### config.mk
export PLATFORM = sky130hd
export DESIGN_NAME = rv_fifo
export DESIGN_NICKNAME = d
export VERILOG_FILES = /design/src/rtl/rv_pkg.sv /design/src/rtl/rv_fifo_mem.sv /design/src/rtl/rv_fifo.sv
export SDC_FILE = /design/constraint.sdc
export NUM_CORES = 1
export LEC_CHECK = 0
export ABC_AREA = 1
export BUFFER_PORTS_ARGS = -buffer_cell sky130_fd_sc_hd__buf_2
export CORE_UTILIZATION = 51
export DETAILED_ROUTE_END_ITERATION = 8
export GPL_TIMING_DRIVEN = 0
export HOLD_SLACK_MARGIN = 0.03
export PLACE_DENSITY = 0.79
export SLEW_MARGIN = 20
export SYNTH_ARGS = -nofsm -noshare
export SYNTH_HDL_FRONTEND = slang
export SYNTH_SLANG_ARGS = --single-unit
### constraint.sdc
create_clock -name clock -period 4 [get_ports clock]
set_input_delay 0.4 -clock clock [delete_from_list [all_inputs] [get_ports clock]]
set_output_delay 0.4 -clock clock [all_outputs]
set_load 0.02 [all_outputs]
### src/rtl/rv_pkg.sv
// ---------------------------------------------------------------------------
// rv_pkg
// Definitions shared by the byte FIFO and the pipeline stage it feeds.
//   RV_WIDTH  : width of one data word on the ready/valid link
//   rv_data_t : one data word on the ready/valid link
// ---------------------------------------------------------------------------
package rv_pkg;

  localparam int RV_WIDTH = 8;

  typedef logic [RV_WIDTH-1:0] rv_data_t;

endpackage : rv_pkg

### src/rtl/rv_fifo_mem.sv
// ---------------------------------------------------------------------------
// rv_fifo_mem
// DEPTH x WIDTH register array. It has one synchronous write port and one
// asynchronous read port.
// Ports:
//   clock : write clock
//   we    : write enable, samples wdata into entry waddr
//   waddr : write address
//   wdata : write data
//   raddr : read address
//   rdata : combinational read of entry raddr
// ---------------------------------------------------------------------------
module rv_fifo_mem #(
  parameter  int DEPTH = 4,
  parameter  int WIDTH = 8,
  localparam int AW    = $clog2(DEPTH)
) (
  input  logic             clock,
  input  logic             we,
  input  logic [AW-1:0]    waddr,
  input  logic [WIDTH-1:0] wdata,
  input  logic [AW-1:0]    raddr,
  output logic [WIDTH-1:0] rdata
);

  logic [WIDTH-1:0] r_mem [DEPTH];

  // NOTE: storage has no reset. The pointers and count in the parent decide
  // which entries are live, so stale contents are never observed.
  always_ff @(posedge clock) begin
    if (we) begin
      r_mem[waddr] <= wdata;
    end
  end

  assign rdata = r_mem[raddr];

endmodule : rv_fifo_mem

### src/rtl/rv_fifo.sv
// ---------------------------------------------------------------------------
// rv_fifo
// First-word-fall-through ready/valid FIFO. It absorbs producer bursts and
// holds the head word stable until the slow downstream stage accepts it.
// The block also reports its occupancy and a high-water mark for debug.
// Ports:
//   clock        : single clock, rising edge
//   reset        : synchronous, active-high
//   data         : write data from the producer
//   data_valid   : the producer offers data
//   data_ready   : the FIFO accepts a word this cycle (registered state only)
//   result       : head entry; reads zero when the FIFO is empty
//   result_valid : the head entry is valid
//   result_ready : the downstream stage takes the head entry
//   level        : current occupancy, 0..DEPTH
//   high_water   : maximum occupancy since reset
// ---------------------------------------------------------------------------
module rv_fifo
  import rv_pkg::*;
#(
  parameter  int DEPTH = 4,
  parameter  int WIDTH = RV_WIDTH,
  localparam int AW    = $clog2(DEPTH),
  localparam int CW    = AW + 1
) (
  input  logic             clock,
  input  logic             reset,
  input  logic [WIDTH-1:0] data,
  input  logic             data_valid,
  output logic             data_ready,
  output logic [WIDTH-1:0] result,
  output logic             result_valid,
  input  logic             result_ready,
  output logic [CW-1:0]    level,
  output logic [CW-1:0]    high_water
);

  localparam logic [CW-1:0] FULL_COUNT = CW'(DEPTH);

  logic [AW-1:0]    r_wr_ptr;
  logic [AW-1:0]    r_rd_ptr;
  logic [CW-1:0]    r_count;
  logic [CW-1:0]    r_high_water;
  logic [CW-1:0]    w_count_next;
  logic             w_push;
  logic             w_pop;
  logic [WIDTH-1:0] w_rdata;

  // Both flags come from registered state only. When the FIFO is full, a pop
  // in the same cycle does not open a slot for a push.
  assign data_ready   = (r_count != FULL_COUNT);
  assign result_valid = (r_count != '0);

  assign w_push = data_valid && data_ready;
  assign w_pop  = result_valid && result_ready;

  // NOTE: the default assignment comes first so that every path drives the
  // signal and no latch is inferred.
  always_comb begin
    w_count_next = r_count;
    unique case ({w_push, w_pop})
      2'b10:   w_count_next = r_count + 1'b1;
      2'b01:   w_count_next = r_count - 1'b1;
      default: w_count_next = r_count;
    endcase
  end

  // NOTE: all sequential state uses non-blocking assignments, so every flop
  // sees the pre-edge values of the others.
  always_ff @(posedge clock) begin
    if (reset) begin
      r_wr_ptr     <= '0;
      r_rd_ptr     <= '0;
      r_count      <= '0;
      r_high_water <= '0;
    end else begin
      // The pointers are exactly AW bits wide, so they wrap modulo DEPTH.
      if (w_push) r_wr_ptr <= r_wr_ptr + 1'b1;
      if (w_pop)  r_rd_ptr <= r_rd_ptr + 1'b1;
      r_count <= w_count_next;
      if (w_count_next > r_high_water) begin
        r_high_water <= w_count_next;
      end
    end
  end

  // No write is committed while reset is asserted. A push sampled in the
  // reset cycle is discarded along with the rest of the contents.
  rv_fifo_mem #(
    .DEPTH (DEPTH),
    .WIDTH (WIDTH)
  ) u_mem (
    .clock (clock),
    .we    (w_push && !reset),
    .waddr (r_wr_ptr),
    .wdata (data),
    .raddr (r_rd_ptr),
    .rdata (w_rdata)
  );

  assign result     = result_valid ? w_rdata : '0;
  assign level      = r_count;
  assign high_water = r_high_water;

endmodule : rv_fifo

==> results of run 1 <==
-- cells in the final DEF (no fill, tap or decap) --
cell                         n
sky130_fd_sc_hd__buf_6       1
sky130_fd_sc_hd__clkbuf_8    5
sky130_fd_sc_hd__o21ai_0    10
sky130_fd_sc_hd__ha_1        8
sky130_fd_sc_hd__xor2_1      1
sky130_fd_sc_hd__nand3b_1    1
sky130_fd_sc_hd__nand2_1    16
sky130_fd_sc_hd__o21ai_1    10
sky130_fd_sc_hd__nand2_2     1
sky130_fd_sc_hd__nand4_1     1
sky130_fd_sc_hd__clkinv_4    2
sky130_fd_sc_hd__xnor2_1     1
sky130_fd_sc_hd__dfxtp_1    12
sky130_fd_sc_hd__nand3_2     2
sky130_fd_sc_hd__inv_1      23
sky130_fd_sc_hd__nor2_1     44
sky130_fd_sc_hd__a21oi_1    15
sky130_fd_sc_hd__inv_2       1
sky130_fd_sc_hd__buf_8       1
sky130_fd_sc_hd__fa_1        1
sky130_fd_sc_hd__nand3_1     3
sky130_fd_sc_hd__buf_4       2
sky130_fd_sc_hd__buf_2      27
sky130_fd_sc_hd__edfxtp_1   32
sky130_fd_sc_hd__bufinv_16   1
-- area by class of cell --
class | count | share of cell area (%)
Timing Repair Buffer | 27 | 6.05
Inverter | 24 | 4.03
Clock buffer | 5 | 3.08
Clock inverter | 3 | 2.13
Multi-Input combinational cell | 114 | 26.5
Buffer | 4 | 1.85
Tap cell | 46 | 2.58
Sequential cell | 44 | 53.8
-- Yosys cell counts --
cell and number:
sky130_fd_sc_hd__nand3_2 2, sky130_fd_sc_hd__nand4_1 1, sky130_fd_sc_hd__edfxtp_1 32, sky130_fd_sc_hd__buf_6 1, sky130_fd_sc_hd__nand3_1 3, sky130_fd_sc_hd__buf_4 2
sky130_fd_sc_hd__buf_8 1, sky130_fd_sc_hd__nand2_2 1, sky130_fd_sc_hd__dfxtp_1 12, sky130_fd_sc_hd__o21ai_0 10, sky130_fd_sc_hd__nand2_1 16, sky130_fd_sc_hd__inv_1 23
sky130_fd_sc_hd__xor2_1 1, sky130_fd_sc_hd__nand3b_1 1, sky130_fd_sc_hd__a21oi_1 15, sky130_fd_sc_hd__fa_1 1, sky130_fd_sc_hd__xnor2_1 1, sky130_fd_sc_hd__nor2_1 44
sky130_fd_sc_hd__inv_2 1, sky130_fd_sc_hd__o21ai_1 10, sky130_fd_sc_hd__ha_1 8
-- metal layers --
layer | part of all wire, % | up-vias | track usage [%]
met3 | 5.8 | 5 | 5.43
met5 | 0 | - | 0
li1 | - | 682 | -
met4 | 1.2 | 0 | 5.97
met1 | 45 | 589 | 24.9
met2 | 48 | 32 | 30.6
-- final timing paths --
kind / start / endpoint / slack, ns / cells past startpoint
hold / removal: data[5] / u_mem.r_mem[2][5]$_DFFE_PP_ / 0.31 / 1
setup / recovery: level[0]$_SDFF_PP0_ / high_water[2]$_SDFFE_PP0N_ / 1.30 / 14
hold reg to reg: r_rd_ptr[1]$_SDFFE_PP0P_ / r_rd_ptr[1]$_SDFFE_PP0P_ / 0.51 / 2
setup reg to reg: level[0]$_SDFF_PP0_ / high_water[2]$_SDFFE_PP0N_ / 1.30 / 14
-- kinds of logic after synthesis --
| group | share of synthesized area [%] |
|---|---|
| AO/OA/AOI/OAI | 9.10 |
| buffers and inverters | 6.82 |
| flip-flops | 62.4 |
| XOR/XNOR | 0.910 |
| adder cells (fa/ha/maj) | 6.24 |
| AND/OR/NAND/NOR | 14.6 |
-- flip-flops by register name (all words and copies together), names as in the netlist, named ones only --
name	cells
r_wr_ptr	2
level	3
r_rd_ptr	2
high_water	3
u_mem.r_mem	32
-- worst max-delay path: cells and delay by family (launching register included) --
| kind | cells | cell delay, ns |
|---|---|---|
| flip-flops | 1 | 0.42 |
| buffers and inverters | 2 | 0.14 |
| adder cells (fa/ha/maj) | 3 | 1.06 |
| AO/OA/AOI/OAI | 1 | 0.30 |
| AND/OR/NAND/NOR | 8 | 0.68 |
-- power by group --
part	total [mW]	switching [mW]	leakage [nW]	internal (mW)
combinational	0.747	0.491	0.492	0.256
sequential	0.579	0.0332	0.389	0.546
clock	0.337	0.149	0.0583	0.188
total	1.66	0.673	0.939	0.989
==> impl_metrics.toml, run 1 <==
[timing]
post-route-worst-setup-slack_ns = 1.30
final_min_period_ns = 2.70
finalClockSkew_ns = 0.00693
final.hold.worst_slack_ns = 0.315
final_hold_viol_count = 0
slew_headroom_pct = 46.2
final_max_slew_viol_count = 0
fmax_mhz = 370
final.setup.tns_ns = 0
worst_slew_pin_slew_ns = 0.804
setup_viol = 0
finalCritPeriodShare_pct = 67.5
rsz_0062_raised_after_global_routing = "no"

[synth]
synth.area.top_cells = "sky130_fd_sc_hd__edfxtp_1 (50%), sky130_fd_sc_hd__dfxtp_1 (12%), sky130_fd_sc_hd__nor2_1 (8.6%), sky130_fd_sc_hd__ha_1 (5.2%), sky130_fd_sc_hd__inv_1 (4.5%)"
postSynthNetCount = 207
ys_ff_latch = 44
syn_avg_cell_area_um2 = 10.4
postSynthCellCount = 186
synth_cell_type_count = 21
synth.cell_area_um2 = 1930
yosys.area.top_type_share_pct = 49.9
synth_sequential_area_ratio_pct = 62.4
warnings_synthesis = 0
synth_top_cell_by_area = "sky130_fd_sc_hd__edfxtp_1"

[worst_setup_path]
critical_path_source_type = "flip-flop"
crit_path_end_kind = "flip-flop"
timing_worst_setup_path_type = "reg2reg"
crit_arrival_ns = 2.89
critical_path.most_common_cell = "sky130_fd_sc_hd__nand2_1"
cp_cell_sequence = "inv_1, nand3_2, nand2_1, ha_1, fa_1, inv_1, o21ai_0, ha_1, nand3b_1, nand2_1, nand2_1, nand2_1, nand2_1, nor2_1"
path_max_fanout = 6
worst-endpoint-required_ns = 4.19
cpPeakStageDelay_ns = 0.48
cp_slowest_cell = "sky130_fd_sc_hd__fa_1"

[route]
routed_wirelength_um = 3430
drt_pre_antenna_iters = 4
initialDrtViolationCount = 48
wire_per_inst_um = 12.9
viasPerCell = 4.90
route.antenna.remaining_nets = 0
route.detailed.drc = 0
vias = 1308

[finish]
multiInputGateArea_um2 = 593
fill_cells = 287
flow.area_growth_from_synthesis_pct = 16.0
drive_gt1_share_pct = 19.5
final_core_utilization_pct = 64.4
insertedDiodeCount = 0
nNetsFinal = 241
final_area_um2 = 2230
post_route_insts_no_fill = 267
sequential_cell_area_um2 = 1200

[global_routing]
grt_start_max_net_pins = 16
overflow = 0
first_global_vias = 1186
globalRouteTotalUtil_pct = 19.1
grt_first_pass_wirelength_um = 5550
antenna_violations_before_repair = 0

[clocking]
clock_latency_reported_for_the_late_side_of_the_worst_skew_pair_ns = 0.29
clock_sinks = 44
ctsHoldBuffers = 0
cts_made_buffers = 5
post_cts.resized_instances = 0
tritoncts = "done"
htree_levels = 2
cts-root-to-sink-buffers = 2
cts.root.buffer_cell = "sky130_fd_sc_hd__clkbuf_8"
post_cts_buffers = 0
clock_edge_transition_at_the_registers_on_the_reported_setup_and_hold_paths_ns = 0.09

[pwr]
total_power_divided_by_cell_area_nw_per_um2 = 744
maximum_ir_drop_on_the_vdd_rail_mv = 0.432
static-leakage-power_nw = 0.939
fin_total_pwr_mw = 1.66

[placement]
dp_hpwl_um = 2300
io_buffer_count = 27
dpl_cell_area_um2 = 2120
post-place-ws_ns = 1.33
globalplace.congestion = 0.840
placedCellCount = 259

[floorplanning]
die_w_um = 63.4
initial_core_util_pct = 55.5
die_y_um = 63.4
floorplan.rows = 21
floorplan.io_pins = 28
die-area_um2 = 4030
core_area_um2 = 3470

[status]
status = "completed"

[job]
maxCapViolations = 0

[worst_hold_path]
worst_hold_path_type = "in2reg"
No activity file was read; power rests on OpenSTA's default activity.
==> run 2, diff against run 1 <==
Clock period 4 ns to 2.6 ns, I/O delays scaled along.
==> run 2 against run 1 <==
- setup slack got worse by 1.2 ns
- final cell count rose by 1.1%
- critical path type unchanged
- sequential power rose by 55%
- die area unchanged
- routed wire length rose by 7.2%
- clock power is 55% higher
==> impl_metrics.toml, run 2 (synthesized netlist as in run 1, its figures left out) <==
[clocking]
tritoncts = "done"
ctsHoldBuffers = 0
cts-root-to-sink-buffers = 2
clock_edge_transition_at_the_registers_on_the_reported_setup_and_hold_paths_ns = 0.08
htree_levels = 2
clock_sinks = 44
clock_latency_reported_for_the_late_side_of_the_worst_skew_pair_ns = 0.29
cts_made_buffers = 5
cts.root.buffer_cell = "sky130_fd_sc_hd__clkbuf_8"

[placement]
placedCellCount = 259
dpl_cell_area_um2 = 2120
dp_hpwl_um = 2330
globalplace.congestion = 0.800
io_buffer_count = 27

[worst_setup_path]
cpPeakStageDelay_ns = 0.53
worst-endpoint-required_ns = 2.80
crit_path_end_kind = "flip-flop"
timing_worst_setup_path_type = "reg2reg"
cp_slowest_cell = "sky130_fd_sc_hd__fa_2"
cp_cell_sequence = "inv_1, nand3_2, nand2_2, inv_1, ha_2, fa_2, inv_1, o21ai_2, ha_1, nand3b_1, nand2_1, nand2_2, nand2_1, nand2_1, nor2_1"
critical_path_source_type = "flip-flop"
path_max_fanout = 6
crit_arrival_ns = 2.74

[timing]
finalCritPeriodShare_pct = 97.8
final_max_slew_viol_count = 0
finalClockSkew_ns = 0.00360
final_hold_viol_count = 0
worst_slew_pin_slew_ns = 0.752
fmax_mhz = 393
final_min_period_ns = 2.54
slew_headroom_pct = 49.7
setup_viol = 0

[route]
wire_per_inst_um = 13.6
routed_wirelength_um = 3680
viasPerCell = 5.11
route.detailed.drc = 0
route.antenna.remaining_nets = 0
initialDrtViolationCount = 66
vias = 1381
drt_pre_antenna_iters = 4

[finish]
post_route_insts_no_fill = 270
mostFrequentLayoutCell = "sky130_fd_sc_hd__nor2_1"
final_core_utilization_pct = 66.2
largest_register_ff_count = 32
sequential_cell_area_um2 = 1200
multiInputGateArea_um2 = 628
flow.area_growth_from_synthesis_pct = 19.2
mostFrequentLayoutCells = "sky130_fd_sc_hd__nor2_1 (44), sky130_fd_sc_hd__edfxtp_1 (32), sky130_fd_sc_hd__buf_2 (27)"
drive_gt1_share_pct = 26.8
nNetsFinal = 244
insertedDiodeCount = 0
final_area_um2 = 2290
register_ranked_first_by_flip_flop_count = "u_mem.r_mem"
fill_cells = 269

[floorplanning]
initial_core_util_pct = 55.5
die_w_um = 63.4
floorplan.io_pins = 28
die-area_um2 = 4030
floorplan.rows = 21
core_area_um2 = 3470
die_y_um = 63.4

[global_routing]
grt_first_pass_wirelength_um = 5570
first_global_vias = 1264
globalRouteTotalUtil_pct = 18.6
grt_start_max_net_pins = 16
overflow = 0
antenna_violations_before_repair = 0

[job]
maxCapViolations = 0

[pwr]
total_power_divided_by_cell_area_nw_per_um2 = 1200
static-leakage-power_nw = 0.951
maximum_ir_drop_on_the_vdd_rail_mv = 0.746

[worst_hold_path]
worst_hold_path_type = "in2reg"

[status]
status = "completed"
## run 2: cell count changes in the layout (fill, tap and decap cells not counted), moves of 3 or more
| cell | delta |
|---|---|
| sky130_fd_sc_hd__nand2_1 | -4 |
| sky130_fd_sc_hd__nand2_2 | +4 |
| sky130_fd_sc_hd__buf_4 | +3 |
| sky130_fd_sc_hd__dfxtp_1 | -3 |
| sky130_fd_sc_hd__dfxtp_2 | +3 |
## run 2: repair_timing
action / CTS / global route
endpoints found under the setup margin: 3 / 3
gates resized for setup: 2 / 11
pin swaps: 2 / 4
buffers inserted: 1 / 2
## run 2: area by class of cell
cell class              instances  area share (%)
repair buffers                 30            6.87
flip-flops and latches         44            52.5
clock buffers                   5            3.00
multi-input cells             114            27.4
inverters                      24            3.93
plain buffers                   4            1.80
clock inverters                 3            2.02
well taps                      46            2.51
## run 2: worst max-delay path: cells and delay by family (launching register included)
kind,cells,cell delay [ns]
flip-flops,1,0.34
AO/OA/AOI/OAI,1,0.21
buffers and inverters,3,0.21
AND/OR/NAND/NOR,8,0.66
adder cells (fa/ha/maj),3,1.02
## run 2: through the flow
stage | setup slack (ns) | setup TNS, ns | total power, mW | hold WS (ns)
finish | 0.0567 | 0 | 2.76 | 0.177
global route | -0.0572 | -0.113 | 2.96 | 0.173
CTS | 0.000775 | 0 | 2.62 | 0.170
detailed placement | -0.149 | -0.431 | 2.06 | 0.480
global placement | -0.0890 | -0.262 | 2.03 | 0.473
floorplan | 0.0281 | 0 | 1.75 | 0.325
## run 2: layer usage
layer | track usage, % | vias to the layer above | part of all wire [%]
met2 | 30.2 | 38 | 50
met1 | 24.9 | 648 | 43
met4 | 6.82 | 0 | 1.4
li1 | - | 689 | -
met3 | 3.26 | 6 | 6.0
met5 | 0 | - | 0
## run 2: power breakdown
| group | switching (mW) | internal, mW |
|---|---|---|
| Combinational | 0.844 | 0.490 |
| Clock | 0.234 | 0.289 |
| Sequential | 0.0551 | 0.844 |
| Total | 1.13 | 1.62 |
## run 2: final timing paths
path                            startpoint                     endpoint  slack (ns)  depth (start not counted)
setup reg to reg       level[2]$_SDFF_PP0_   high_water[1]$_SDFFE_PP0N_        0.06                         15
setup / recovery       level[2]$_SDFF_PP0_   high_water[1]$_SDFFE_PP0N_        0.06                         15
hold / removal                     data[6]  u_mem.r_mem[3][6]$_DFFE_PP_        0.18                          1
hold reg to reg   r_rd_ptr[0]$_SDFFE_PP0P_     r_rd_ptr[0]$_SDFFE_PP0P_        0.51                          2
